==> src/rtl/alu_pkg.sv <==
// Shared ALU definitions for the RV32I issue stage and the ALU.
// Contents: alu_op_e (ALUSel encoding), major opcodes, funct7 constants,
// counter limit and a funct3-to-operation helper for OP/OP-IMM.
package alu_pkg;

    typedef enum logic [3:0] {
        AluAdd  = 4'd0,
        AluSub  = 4'd1,
        AluSll  = 4'd2,
        AluSlt  = 4'd3,
        AluSltu = 4'd4,
        AluXor  = 4'd5,
        AluSrl  = 4'd6,
        AluSra  = 4'd7,
        AluOr   = 4'd8,
        AluAnd  = 4'd9
    } alu_op_e;

    localparam logic [6:0] OP     = 7'b0110011;
    localparam logic [6:0] OP_IMM = 7'b0010011;
    localparam logic [6:0] LUI    = 7'b0110111;
    localparam logic [6:0] AUIPC  = 7'b0010111;

    localparam logic [6:0] Funct7Base = 7'b0000000;
    localparam logic [6:0] Funct7Alt  = 7'b0100000;

    localparam logic [7:0] IllegalCntMax = 8'hFF;

    // Base-encoding operation for a funct3 value (funct7 = 0000000 for OP).
    function automatic alu_op_e base_op(input logic [2:0] funct3);
        alu_op_e op;
        case (funct3)
            3'b000:  op = AluAdd;
            3'b001:  op = AluSll;
            3'b010:  op = AluSlt;
            3'b011:  op = AluSltu;
            3'b100:  op = AluXor;
            3'b101:  op = AluSrl;
            3'b110:  op = AluOr;
            default: op = AluAnd;
        endcase
        return op;
    endfunction

endpackage

==> src/rtl/alu_issue_stage_if.sv <==
// Handshake/bus bundle between the front end, the issue stage and execute.
// master: drives instruction, operands, flush and out_ready.
// slave : the issue stage; drives in_ready and the registered ALU request.
interface alu_issue_stage_if #(
    parameter int unsigned nbit = 32
);
    logic            flush;
    logic            in_valid;
    logic            in_ready;
    logic [31:0]     instr;
    logic [nbit-1:0] pc;
    logic [nbit-1:0] rs1_data;
    logic [nbit-1:0] rs2_data;
    logic            out_valid;
    logic            out_ready;
    logic [3:0]      ALUSel;
    logic [nbit-1:0] in1;
    logic [nbit-1:0] in2;
    logic [4:0]      rd;
    logic            reg_wen;
    logic            illegal;
    logic [7:0]      illegal_cnt;

    modport master (
        output flush, in_valid, instr, pc, rs1_data, rs2_data, out_ready,
        input  in_ready, out_valid, ALUSel, in1, in2, rd, reg_wen, illegal, illegal_cnt
    );

    modport slave (
        input  flush, in_valid, instr, pc, rs1_data, rs2_data, out_ready,
        output in_ready, out_valid, ALUSel, in1, in2, rd, reg_wen, illegal, illegal_cnt
    );
endinterface

==> src/rtl/rv32_alu_decoder.sv <==
// Combinational RV32I decoder for OP, OP-IMM, LUI and AUIPC.
// Inputs : instr, pc, rs1_data, rs2_data.
// Outputs: alu_sel, in1, in2, rd, reg_wen, illegal. Illegal encodings
//          produce ADD with zero operands and no write-back.
module rv32_alu_decoder
    import alu_pkg::*;
#(
    parameter int unsigned nbit = 32
) (
    input  logic [31:0]     instr,
    input  logic [nbit-1:0] pc,
    input  logic [nbit-1:0] rs1_data,
    input  logic [nbit-1:0] rs2_data,
    output alu_op_e         alu_sel,
    output logic [nbit-1:0] in1,
    output logic [nbit-1:0] in2,
    output logic [4:0]      rd,
    output logic            reg_wen,
    output logic            illegal
);

    logic [6:0]      opcode;
    logic [2:0]      funct3;
    logic [6:0]      funct7;
    logic [nbit-1:0] imm_i;
    logic [nbit-1:0] imm_u;
    logic [nbit-1:0] shamt;

    assign opcode = instr[6:0];
    assign funct3 = instr[14:12];
    assign funct7 = instr[31:25];
    assign imm_i  = {{20{instr[31]}}, instr[31:20]};
    assign imm_u  = {instr[31:12], 12'b0};
    assign shamt  = {27'd0, instr[24:20]};
    assign rd     = instr[11:7];

    always_comb begin
        alu_sel = AluAdd;
        in1     = rs1_data;
        in2     = rs2_data;
        illegal = 1'b0;

        case (opcode)
            OP: begin
                if (funct7 == Funct7Base) begin
                    alu_sel = base_op(funct3);
                end else if (funct7 == Funct7Alt && funct3 == 3'b000) begin
                    alu_sel = AluSub;
                end else if (funct7 == Funct7Alt && funct3 == 3'b101) begin
                    alu_sel = AluSra;
                end else begin
                    illegal = 1'b1;
                end
            end
            OP_IMM: begin
                if (funct3 == 3'b001) begin
                    // Immediate shifts: upper bits are funct7, not immediate.
                    in2     = shamt;
                    alu_sel = AluSll;
                    illegal = (funct7 != Funct7Base);
                end else if (funct3 == 3'b101) begin
                    in2 = shamt;
                    if (funct7 == Funct7Base) begin
                        alu_sel = AluSrl;
                    end else if (funct7 == Funct7Alt) begin
                        alu_sel = AluSra;
                    end else begin
                        illegal = 1'b1;
                    end
                end else begin
                    in2     = imm_i;
                    alu_sel = base_op(funct3);
                end
            end
            LUI: begin
                in1 = '0;
                in2 = imm_u;
            end
            AUIPC: begin
                in1 = pc;
                in2 = imm_u;
            end
            default: illegal = 1'b1;
        endcase

        if (illegal) begin
            alu_sel = AluAdd;
            in1     = '0;
            in2     = '0;
        end
    end

    assign reg_wen = !illegal && (rd != 5'd0);

endmodule

==> src/rtl/alu_issue_stage.sv <==
// Decode/issue stage feeding the RV32I ALU. Accepts one instruction per
// cycle, decodes it and holds a registered ALU request under valid/ready.
// Ports: clk, rst (async, active-high) and bus (alu_issue_stage_if.slave)
// carrying flush, the input handshake/operands, the output request and
// the saturating illegal-instruction counter.
module alu_issue_stage
    import alu_pkg::*;
#(
    parameter int unsigned nbit = 32
) (
    input logic              clk,
    input logic              rst,
    alu_issue_stage_if.slave bus
);

    alu_op_e         dec_sel;
    logic [nbit-1:0] dec_in1;
    logic [nbit-1:0] dec_in2;
    logic [4:0]      dec_rd;
    logic            dec_wen;
    logic            dec_illegal;

    rv32_alu_decoder #(
        .nbit(nbit)
    ) u_decoder (
        .instr   (bus.instr),
        .pc      (bus.pc),
        .rs1_data(bus.rs1_data),
        .rs2_data(bus.rs2_data),
        .alu_sel (dec_sel),
        .in1     (dec_in1),
        .in2     (dec_in2),
        .rd      (dec_rd),
        .reg_wen (dec_wen),
        .illegal (dec_illegal)
    );

    logic            valid_q;
    alu_op_e         sel_q;
    logic [nbit-1:0] in1_q;
    logic [nbit-1:0] in2_q;
    logic [4:0]      rd_q;
    logic            wen_q;
    logic            illegal_q;
    logic [7:0]      cnt_q;

    logic accept;
    logic load;

    assign bus.in_ready = !valid_q || bus.out_ready;
    assign accept       = bus.in_valid && bus.in_ready;
    // A flush kills anything accepted in the same cycle.
    assign load         = accept && !bus.flush;

    always_ff @(posedge clk or posedge rst) begin
        if (rst) begin
            valid_q   <= 1'b0;
            sel_q     <= AluAdd;
            in1_q     <= '0;
            in2_q     <= '0;
            rd_q      <= '0;
            wen_q     <= 1'b0;
            illegal_q <= 1'b0;
            cnt_q     <= '0;
        end else begin
            if (bus.flush) begin
                valid_q <= 1'b0;
            end else if (accept) begin
                valid_q <= 1'b1;
            end else if (bus.out_ready) begin
                valid_q <= 1'b0;
            end

            if (load) begin
                sel_q     <= dec_sel;
                in1_q     <= dec_in1;
                in2_q     <= dec_in2;
                rd_q      <= dec_rd;
                wen_q     <= dec_wen;
                illegal_q <= dec_illegal;
            end

            if (load && dec_illegal && cnt_q != IllegalCntMax) begin
                cnt_q <= cnt_q + 8'd1;
            end
        end
    end

    assign bus.out_valid   = valid_q;
    assign bus.ALUSel      = sel_q;
    assign bus.in1         = in1_q;
    assign bus.in2         = in2_q;
    assign bus.rd          = rd_q;
    assign bus.reg_wen     = wen_q;
    assign bus.illegal     = illegal_q;
    assign bus.illegal_cnt = cnt_q;

endmodule

==> src/flat_wrapper.sv <==
// flat-port wrapper written by rule: the top's interface ports become plain ports
module alu_issue_stage_flat import alu_pkg::*;
#(
    parameter int unsigned nbit = 32
)
  (clk, rst, bus_flush, bus_in_valid, bus_instr, bus_pc, bus_rs1_data, bus_rs2_data, bus_out_ready, bus_in_ready, bus_out_valid, bus_ALUSel, bus_in1, bus_in2, bus_rd, bus_reg_wen, bus_illegal, bus_illegal_cnt);
  alu_issue_stage_if #(.nbit(nbit)) bus_i ();
  input logic clk;
  input logic rst;
  input wire logic [$bits(bus_i.flush)-1:0] bus_flush;
  input wire logic [$bits(bus_i.in_valid)-1:0] bus_in_valid;
  input wire logic [$bits(bus_i.instr)-1:0] bus_instr;
  input wire logic [$bits(bus_i.pc)-1:0] bus_pc;
  input wire logic [$bits(bus_i.rs1_data)-1:0] bus_rs1_data;
  input wire logic [$bits(bus_i.rs2_data)-1:0] bus_rs2_data;
  input wire logic [$bits(bus_i.out_ready)-1:0] bus_out_ready;
  output wire logic [$bits(bus_i.in_ready)-1:0] bus_in_ready;
  output wire logic [$bits(bus_i.out_valid)-1:0] bus_out_valid;
  output wire logic [$bits(bus_i.ALUSel)-1:0] bus_ALUSel;
  output wire logic [$bits(bus_i.in1)-1:0] bus_in1;
  output wire logic [$bits(bus_i.in2)-1:0] bus_in2;
  output wire logic [$bits(bus_i.rd)-1:0] bus_rd;
  output wire logic [$bits(bus_i.reg_wen)-1:0] bus_reg_wen;
  output wire logic [$bits(bus_i.illegal)-1:0] bus_illegal;
  output wire logic [$bits(bus_i.illegal_cnt)-1:0] bus_illegal_cnt;
  assign bus_i.flush = bus_flush;
  assign bus_i.in_valid = bus_in_valid;
  assign bus_i.instr = bus_instr;
  assign bus_i.pc = bus_pc;
  assign bus_i.rs1_data = bus_rs1_data;
  assign bus_i.rs2_data = bus_rs2_data;
  assign bus_i.out_ready = bus_out_ready;
  assign bus_in_ready = bus_i.in_ready;
  assign bus_out_valid = bus_i.out_valid;
  assign bus_ALUSel = bus_i.ALUSel;
  assign bus_in1 = bus_i.in1;
  assign bus_in2 = bus_i.in2;
  assign bus_rd = bus_i.rd;
  assign bus_reg_wen = bus_i.reg_wen;
  assign bus_illegal = bus_i.illegal;
  assign bus_illegal_cnt = bus_i.illegal_cnt;
  alu_issue_stage #(.nbit(nbit)) u_core (.clk(clk), .rst(rst), .bus(bus_i));
endmodule
==> config.mk <==
export PLATFORM = sky130hd
export DESIGN_NAME = alu_issue_stage_flat
export DESIGN_NICKNAME = d
export VERILOG_FILES = /design/src/rtl/alu_pkg.sv /design/src/rtl/alu_issue_stage_if.sv /design/src/rtl/rv32_alu_decoder.sv /design/src/rtl/alu_issue_stage.sv /design/src/flat_wrapper.sv
export SDC_FILE = /design/constraint.sdc
export NUM_CORES = 1
export LEC_CHECK = 0
export ABC_CLOCK_PERIOD_IN_PS = 6800
export CAP_MARGIN = 20
export CORE_UTILIZATION = 45
export CTS_CLUSTER_DIAMETER = 60
export CTS_CLUSTER_SIZE = 25
export DETAILED_ROUTE_END_ITERATION = 6
export PLACE_DENSITY = 0.87
export SLEW_MARGIN = 20
export SYNTH_ARGS = -nofsm -noshare
export SYNTH_HDL_FRONTEND = slang
export SYNTH_SLANG_ARGS = --single-unit
==> constraint.sdc <==
create_clock -name clk -period 6.8 [get_ports clk]
set_input_delay 1.36 -clock clk [delete_from_list [all_inputs] [get_ports clk]]
set_output_delay 1.36 -clock clk [all_outputs]
set_load 0.02 [all_outputs]
==> results.json, run 1 <==
{
  "syn_nets": 600,
  "fin_crit_sh": 0.581,
  "min_path_type": "flop to flop",
  "cp-end-kind": "primary output",
  "final_hold_viol_count": 0,
  "first_pass_iters": 6,
  "wire_per_inst_um": 17.5,
  "grt_pass1_wl_mm": 21.0,
  "min_from": "u_core.bus.in1[19]",
  "layout.nets": 791,
  "diodes": 0,
  "hold_depth": 2,
  "clk_latency_ns": 0.35,
  "pre_cts_slack_ns": 2.84,
  "h-tree-depth": 3,
  "cts_tree": "yes",
  "power_w": 0.00129,
  "netlist_area_sq_mm": 0.00460,
  "cts.sinks": 84,
  "design.die.area_sq_mm": 0.0106,
  "ios": 218,
  "async_flop_share": 1.00,
  "r2r-end": "u_core.bus.illegal_cnt[5]",
  "reg2reg_slack_ns": 4.71,
  "fmax_mhz": 253,
  "numCtsBuffers": 9,
  "die_y_um": 103,
  "rows": 36,
  "cp_max_fo": 3,
  "antenna_found_initial": 0,
  "grt_pass1_vias": 4256,
  "port_buffers": 217,
  "cap_violations": 0,
  "start_util": 0.468,
  "clock_path_buffers": 2,
  "cts_hold_buf": 0,
  "critical_path_class": "input pin to primary output",
  "synth_seq_cells": 84,
  "slew_headroom": 0.385,
  "synth.area.top_cells": "dfrtp_1 46%, nand2_1 7.0%, mux2i_1 7.0%, o31ai_1 5.4%, nor2b_1 4.5%",
  "finalInstanceArea_sq_mm": 0.00697,
  "postCtsSetupBuffers": 0,
  "hpwl_mm": 9.98,
  "ir_drop_uv": 183,
  "synthCells": 466,
  "ys.warnings.count": 0,
  "p_leak_nw": 2.73,
  "drc": 0,
  "drive_gt1_frac": 0.0665,
  "post_cts_resized": 0,
  "hold_end": "u_core.bus.in1[19]",
  "rsz0062_at_grt": "false",
  "crit_path_start_kind": "input pin",
  "totalWireLength_mm": 13.9,
  "grt_start_max_net_pins": 116,
  "tightest_slew_ns": 0.922,
  "fin_setup_tns_ns": 0,
  "gp_congestion": 0.867,
  "arrival_ns": 2.59,
  "setup_ws_ns": 2.85,
  "dpl_cell_area_sq_mm": 0.00671,
  "ys.flop_type": "dfrtp_1",
  "whs_ns": 0.478,
  "via_count": 4329,
  "ys_seq_area_frac": 0.457,
  "die_w_um": 103,
  "avgSynthCellArea_sq_um": 9.86,
  "final_antenna_net_count": 0,
  "setup_viol": 0,
  "period_minus_slack_ns": 3.95,
  "core_area_sq_mm": 0.00982,
  "yosysTopAreaCellShare": 0.457,
  "cp_data_required_time_ns": 5.44,
  "ff2ff_path_depth": 6,
  "syn_to_final_growth_pct": 51.6,
  "yosysUniqueCellTypes": 55,
  "yosys.area.top_type": "dfrtp_1",
  "status": "finished clean",
  "path_clk_slew_ns": 0.08,
  "drt_iter0_drc": 214,
  "grt_use_total": 0.259,
  "root_buffer": "clkbuf_8",
  "maxSlewViolCount": 0,
  "r2r-start": "u_core.bus.out_valid",
  "synth-edff-count": 0,
  "grt_overflow": 0,
  "fin_skew_ns": 0.00891,
  "routed_via_density": 5.45,
  "powerDensity_mw_per_mm2": 185
}
## metal layers
metal  global-route usage  vias to the layer above  share of wire
met5                    0                        -              0
met4               0.0888                        0          0.016
met3               0.0515                       24          0.074
met2                0.444                      182           0.50
met1                0.326                     2071           0.41
li1                     -                     2052              -
## layout by cell type, fill, tap and decap left out, types with 2 or more instances in the layout
| master | synthesis | layout |
|---|---|---|
| clkdlybuf4s50_1 | 0 | 216 |
| nand2_1 | 86 | 86 |
| dfrtp_1 | 84 | 84 |
| nor2b_1 | 33 | 33 |
| o31ai_1 | 33 | 33 |
| mux2i_1 | 32 | 32 |
| o21ai_1 | 21 | 22 |
| a221oi_1 | 19 | 19 |
| a21oi_1 | 12 | 12 |
| clkbuf_8 | 0 | 10 |
| nor2_1 | 8 | 8 |
| o21ai_2 | 7 | 7 |
| a22oi_1 | 6 | 6 |
| inv_1 | 6 | 5 |
| and3_1 | 5 | 5 |
| o31ai_2 | 5 | 5 |
| o31a_1 | 5 | 5 |
| o21ai_0 | 5 | 4 |
| xnor2_1 | 4 | 4 |
| buf_4 | 4 | 4 |
| nand2b_1 | 3 | 3 |
| xor2_1 | 3 | 3 |
| nor3b_1 | 3 | 3 |
| nand4_1 | 3 | 3 |
| nor3_1 | 3 | 3 |
| bufinv_16 | 0 | 3 |
| nand3b_1 | 2 | 2 |
| or2_1 | 2 | 2 |
| a32oi_1 | 2 | 2 |
| or4_1 | 2 | 2 |
| nor4b_1 | 2 | 2 |
| nand3_1 | 2 | 2 |
| a41oi_1 | 2 | 2 |
| o32ai_1 | 2 | 2 |
| buf_6 | 7 | 2 |
## cells in the mapped netlist, drive strengths merged, types with 4 or more instances
master,n
nand2,86
dfrtp,84
o31ai,38
nor2b,34
o21ai,33
mux2i,32
buf,25
a221oi,19
clkbuf,18
a21oi,12
nor2,8
a22oi,6
inv,6
and3,5
o31a,5
nor3b,4
xnor2,4
## worst max-delay path by stage
stage                  start              endpoint  cells past startpoint  slack (ns)
4_1_cts        bus_out_ready          bus_in_ready                      4        2.85
3_3_place_gp   bus_out_ready          bus_in_ready                      4        2.89
2_1_floorplan            rst  u_core.bus.ALUSel[0]                      1        3.27
5_1_grt        bus_out_ready          bus_in_ready                      4        2.74
3_5_place_dp    bus_instr[6]    u_core.bus.in1[27]                      7        2.84
6_report       bus_out_ready          bus_in_ready                      4        2.85
## metrics by stage
stage	utilization	std cells
6_report	0.710	795
5_1_grt	0.710	795
4_1_cts	0.709	795
3_5_place_dp	0.683	779
3_3_place_gp	0.683	779
2_1_floorplan	-	466
## cell families (layout without fill, tap and decap cells)
family,count (synthesis),in the layout,synth area share
mux,33,33,0.0721
fa+ha+maj,1,1,0.00272
flops,84,84,0.457
compound gates,129,129,0.209
buf+inv,49,245,0.0648
simple gates,163,163,0.180
xor+xnor,7,7,0.0133
## worst max-delay path, cell delays in order
cell and delay (ns):
clkdlybuf4s50_1 0.40, nor2b_1 0.19, inv_1 0.09, clkdlybuf4s50_1 0.55
## state kept, by name (all words and copies together), names as in the netlist
register / flops
u_core.bus.illegal_cnt: 8
u_core.bus.rd: 5
u_core.bus.in1: 32
u_core.bus.illegal: 1
u_core.bus.in2: 32
u_core.bus.out_valid: 1
u_core.bus.reg_wen: 1
u_core.bus.ALUSel: 4
## where the power goes
group,internal (W),switching [W],total (W)
sequential,0.000526,0.0000273,0.000554
combinational,0.000159,0.000135,0.000294
clock,0.000256,0.000187,0.000443
total,0.000941,0.000350,0.00129
## area by class of cell
cell class,count,area (sq um)
fillers,782,2850
clock inverters,5,108
inverters,6,23.8
clock buffers,11,141
repair buffers,223,2220
multi-input cells,333,2210
flip-flops and latches,84,2100
well taps,133,166
Note: power is estimated with default switching activity, not from simulation.
==> run 2, diff against run 1 <==
- ABC_CLOCK_PERIOD_IN_PS: 6800 -> 3300
- CORE_UTILIZATION: 45 -> 38
- PLACE_DENSITY: 0.87 -> 0.78
- clock period: 6.8 -> 3.3 ns (I/O delays scaled with it)
==> run 2 against run 1 <==
Compared with the run above: the run now ends with DRC left; sequential share of layout area is 0.73 points lower; largest cell class unchanged; non-clock buffer count rose by 10; critical endpoint is now u_core.bus.in2[30]; routed wire length is 3.7% higher.
==> results.json, run 2 (same netlist as run 1, synthesis figures left out) <==
{
  "status": "complete, but fails checks",
  "violations": "DRC",
  "grt_overflow": 0,
  "final_common_cell": "clkdlybuf4s50_1",
  "top_layer_used": "met4",
  "routed_via_density": 5.42,
  "clk_latency_ns": 0.33,
  "fillCellCount": 976,
  "maxSlewViolCount": 0,
  "finalInstanceArea_sq_mm": 0.00714,
  "numCtsBuffers": 9,
  "cts_hold_buf": 0,
  "clock_path_buffers": 2,
  "powerDensity_mw_per_mm2": 403,
  "dpl_cell_area_sq_mm": 0.00681,
  "min_path_type": "flop to flop",
  "syn_to_final_growth_pct": 55.4,
  "fin_setup_tns_ns": 0,
  "start_util": 0.396,
  "fin_skew_ns": 0.00919,
  "die_y_um": 112,
  "final_antenna_net_count": 0,
  "post_cts_resized": 0,
  "drive_gt1_frac": 0.0818,
  "ios": 218,
  "ir_drop_uv": 336,
  "hpwl_mm": 10.9,
  "core_area_sq_mm": 0.0116,
  "port_buffers": 217,
  "design.die.area_sq_mm": 0.0125,
  "drt_iter0_drc": 313,
  "cts.sinks": 84,
  "critical_path_class": "input pin to flop",
  "grt_pass1_wl_mm": 22.6,
  "antenna_found_initial": 0,
  "postCtsSetupBuffers": 0,
  "setup_ws_ns": 0.577,
  "period_minus_slack_ns": 2.72,
  "drc": 14,
  "fmax_mhz": 367,
  "final_hold_viol_count": 0,
  "layout.nets": 801,
  "via_count": 4414,
  "grt_start_max_net_pins": 73,
  "cp_data_required_time_ns": 3.49,
  "route.met3.wl_mm": 1.12,
  "met1Wirelength_mm": 6.00,
  "arrival_ns": 2.91,
  "p_leak_nw": 2.81,
  "final_cell_mix": "216 x clkdlybuf4s50_1, 86 x nand2_1, 84 x dfrtp_1",
  "crit_path_start_kind": "input pin",
  "gp_congestion": 0.982,
  "root_buffer": "clkbuf_16",
  "h-tree-depth": 3,
  "fin_crit_sh": 0.825,
  "regArea_sq_mm": 0.00210,
  "totalWireLength_mm": 14.4,
  "rows": 39,
  "wire_per_inst_um": 17.7,
  "rsz0062_at_grt": "false",
  "first_pass_iters": 7,
  "tightest_slew_ns": 0.883,
  "grt_pass1_vias": 4422,
  "grt_use_total": 0.229,
  "diodes": 0,
  "cts_tree": "yes",
  "dr_wl_met2_mm": 7.19,
  "cp_max_fo": 21,
  "cap_violations": 0,
  "path_clk_slew_ns": 0.07,
  "pre_cts_slack_ns": 0.249,
  "reg2reg_slack_ns": 1.45,
  "whs_ns": 0.476,
  "die_w_um": 112,
  "cp-end-kind": "flop",
  "multi_input_area_sq_mm": 0.00221,
  "slew_headroom": 0.406,
  "setup_viol": 0
}
[run 2: changes by cell type in the layout (fill, tap and decap cells not counted), moves of 2 or more]
| cell | previous run | this run |
|---|---|---|
| buf_6 | 2 | 0 |
| inv_6 | 1 | 3 |
| clkbuf_8 | 10 | 0 |
| clkbuf_16 | 0 | 9 |
| buf_4 | 4 | 15 |
[run 2: through the flow]
step / util / std cells / power (W)
3_3_place_gp: 0.587 / 799 / 0.00176
3_5_place_dp: 0.587 / 799 / 0.00178
4_1_cts: 0.615 / 815 / 0.00290
6_report: 0.615 / 815 / 0.00288
2_1_floorplan: - / 466 / 0.00144
5_1_grt: 0.615 / 815 / 0.00300
[run 2: worst paths after layout]
check / from / end / cells past startpoint
worst max-delay path: bus_instr[2] / u_core.bus.in2[30] / 6
worst min-delay path: u_core.bus.in1[13] / u_core.bus.in1[13] / 2
worst max register to register: u_core.bus.out_valid / u_core.bus.illegal_cnt[5] / 6
worst min register to register: u_core.bus.in1[13] / u_core.bus.in1[13] / 2
max in group asynchronous: rst / u_core.bus.in1[25] / 3
min in group asynchronous: rst / u_core.bus.in1[17] / 2
[run 2: report_power, final]
| part | leakage, nW | total, W | internal (W) | switching, W |
|---|---|---|---|---|
| sequential | 1.14 | 0.00114 | 0.00109 | 0.0000572 |
| combinational | 1.51 | 0.000617 | 0.000333 | 0.000284 |
| clock | 0.159 | 0.00112 | 0.000677 | 0.000439 |
| total | 2.81 | 0.00288 | 0.00210 | 0.000780 |
[run 2: worst max-delay path, cell delays in order]
cell,delay (ns)
clkdlybuf4s50_1,0.60
and2b_1,0.43
o211ai_2,0.16
o211ai_4,0.20
or2_1,0.67
o21ai_0,0.19
[run 2: final cells by class]
class                   count  share of cell area
clock inverters             7              0.0147
well taps                 143              0.0251
clock buffers               9              0.0315
inverters                   6             0.00333
flip-flops and latches     84               0.294
multi-input cells         333               0.309
repair buffers            233               0.322
[run 2: routing by layer]
layer / up-vias / global-route usage
met3: 10 / 0.0539
met2: 188 / 0.402
li1: 2075 / -
met1: 2141 / 0.282
met4: 0 / 0.0604
met5: - / 0
==> run 3, diff against run 2 <==
- ABC_CLOCK_PERIOD_IN_PS: 3300 -> 2400
- clock period: 3.3 -> 2.4 ns (I/O delays scaled with it)
==> run 3 against run 2 <==
Compared with the run above: the run still ends with DRC left; routed wire length fell by 1.0%; final area rose by 2.5%; utilization rose by 1.6 points; power rose by 29%; largest power group unchanged.
==> results.json, run 3 (same netlist as run 1, synthesis figures left out) <==
{
  "final_antenna_net_count": 0,
  "h-tree-depth": 3,
  "min_from": "u_core.bus.in2[31]",
  "startpoint": "bus_out_ready",
  "cp_data_required_time_ns": 1.92,
  "ff2ff_path_depth": 6,
  "path_cells": "clkdlybuf4s50_1 -> nor2b_1 -> inv_1 -> clkdlybuf4s50_1",
  "r2r-start": "u_core.bus.illegal_cnt[0]",
  "clock_path_buffers": 2,
  "hpwl_mm": 11.1,
  "fin_setup_tns_ns": 0,
  "cts.sinks": 84,
  "fillCellCount": 953,
  "cap_violations": 0,
  "violations": "DRC",
  "layout.nets": 821,
  "fin_skew_ns": 0.00472,
  "hold_end": "u_core.bus.in2[31]",
  "clk_latency_ns": 0.33,
  "setup_ws_ns": 0.176,
  "fmax_mhz": 450,
  "ios": 218,
  "drive_gt1_frac": 0.107,
  "crit_path_start_kind": "input pin",
  "root_buffer": "clkbuf_16",
  "cp_max_fo": 3,
  "port_buffers": 217,
  "path_clk_slew_ns": 0.06,
  "totalWireLength_mm": 14.3,
  "gp_congestion": 0.970,
  "pre_cts_slack_ns": 0.000859,
  "placed_cells": 819,
  "grt_overflow": 0,
  "diodes": 0,
  "via_count": 4456,
  "drc": 15,
  "r2r-end": "u_core.bus.illegal_cnt[7]",
  "postCtsSetupBuffers": 0,
  "numCtsBuffers": 9,
  "final_common_cell": "clkdlybuf4s50_1",
  "setup_viol": 0,
  "slowest_stage": "clkdlybuf4s50_1",
  "status": "complete, but fails checks",
  "slew_headroom": 0.653,
  "cts_hold_buf": 0,
  "routed_via_density": 5.34,
  "arrival_ns": 1.74,
  "syn_to_final_growth_pct": 59.3,
  "design.die.area_sq_mm": 0.0125,
  "maxSlewViolCount": 0,
  "fin_crit_sh": 0.927,
  "rows": 39,
  "grt_pass1_vias": 4452,
  "fin_util": 0.630,
  "cts_tree": "yes",
  "die_y_um": 112,
  "min_path_type": "flop to flop",
  "antenna_found_initial": 0,
  "die_w_um": 112,
  "grt_pass1_wl_mm": 22.7,
  "final_hold_viol_count": 0,
  "final_cell_mix": "216 x clkdlybuf4s50_1, 86 x nand2_1, 84 x dfrtp_1",
  "post_cts_resized": 0,
  "slowest_delay_ns": 0.56,
  "powerDensity_mw_per_mm2": 506,
  "core_area_sq_mm": 0.0116,
  "tightest_slew_ns": 0.519,
  "critical_path_class": "input pin to primary output",
  "wire_per_inst_um": 17.1,
  "first_pass_iters": 7,
  "ir_drop_uv": 318,
  "grt_use_total": 0.232,
  "hold_depth": 2,
  "reg2reg_slack_ns": 0.54,
  "start_util": 0.396,
  "path_common_cell": "clkdlybuf4s50_1",
  "drt_iter0_drc": 268,
  "whs_ns": 0.476,
  "cp-end-kind": "primary output",
  "finalNonFillerCells": 835,
  "p_leak_nw": 2.92,
  "period_minus_slack_ns": 2.22,
  "rsz0062_at_grt": "false",
  "grt_start_max_net_pins": 46
}
-- run 3: cell count changes in the layout (fill, tap and decap cells not counted), sizes merged --
cell / before / now
bufinv: 2 / 0
clkbuf: 9 / 11
clkinvlp: 1 / 2
buf: 17 / 37
inv: 9 / 5
clkinv: 1 / 4
-- run 3: routing by layer --
layer / part of all wire / GRT usage / wire (um)
met1: 0.41 / 0.281 / 5790
met2: 0.49 / 0.408 / 7060
met3: 0.085 / 0.0506 / 1220
met4: 0.016 / 0.0800 / 233
met5: 0 / 0 / 0
-- run 3: report_power, final --
group / internal (W) / switching [W]
registers: 0.00149 / 0.0000747
logic: 0.000480 / 0.000394
clock network: 0.000722 / 0.000539
-- run 3: area by class of cell --
cell class	count	area, sq um	area share
clock inverter	5	27.5	0.00376
tap	143	179	0.0244
timing repair buffer	253	2540	0.347
inverter	6	26.3	0.00359
sequential	84	2100	0.287
multi-input combinational	333	2210	0.301
clock buffer	11	243	0.0332
-- run 3: worst max path at each step --
stage | end | slack, ns | depth (start not counted)
2_1_floorplan | u_core.bus.in1[0] | 0.62 | 8
3_3_place_gp | u_core.bus.in1[17] | 0.04 | 7
3_5_place_dp | u_core.bus.in1[17] | 0.0009 | 7
4_1_cts | bus_in_ready | 0.18 | 4
5_1_grt | bus_in_ready | 0.11 | 4
6_report | bus_in_ready | 0.18 | 4
-- run 3: per-stage QoR --
step,cell area [sq um],power (W)
final,7320,0.00370
after global routing,7320,0.00388
after CTS,7320,0.00374
after detailed placement,7050,0.00247
after global placement,7050,0.00245
after floorplan,4600,0.00197
-- run 3: critical path, delay by kind of cell --
family / cells / cell delay [ns]
AND/OR/NAND/NOR: 1 / 0.20
buffers and inverters: 3 / 1.07
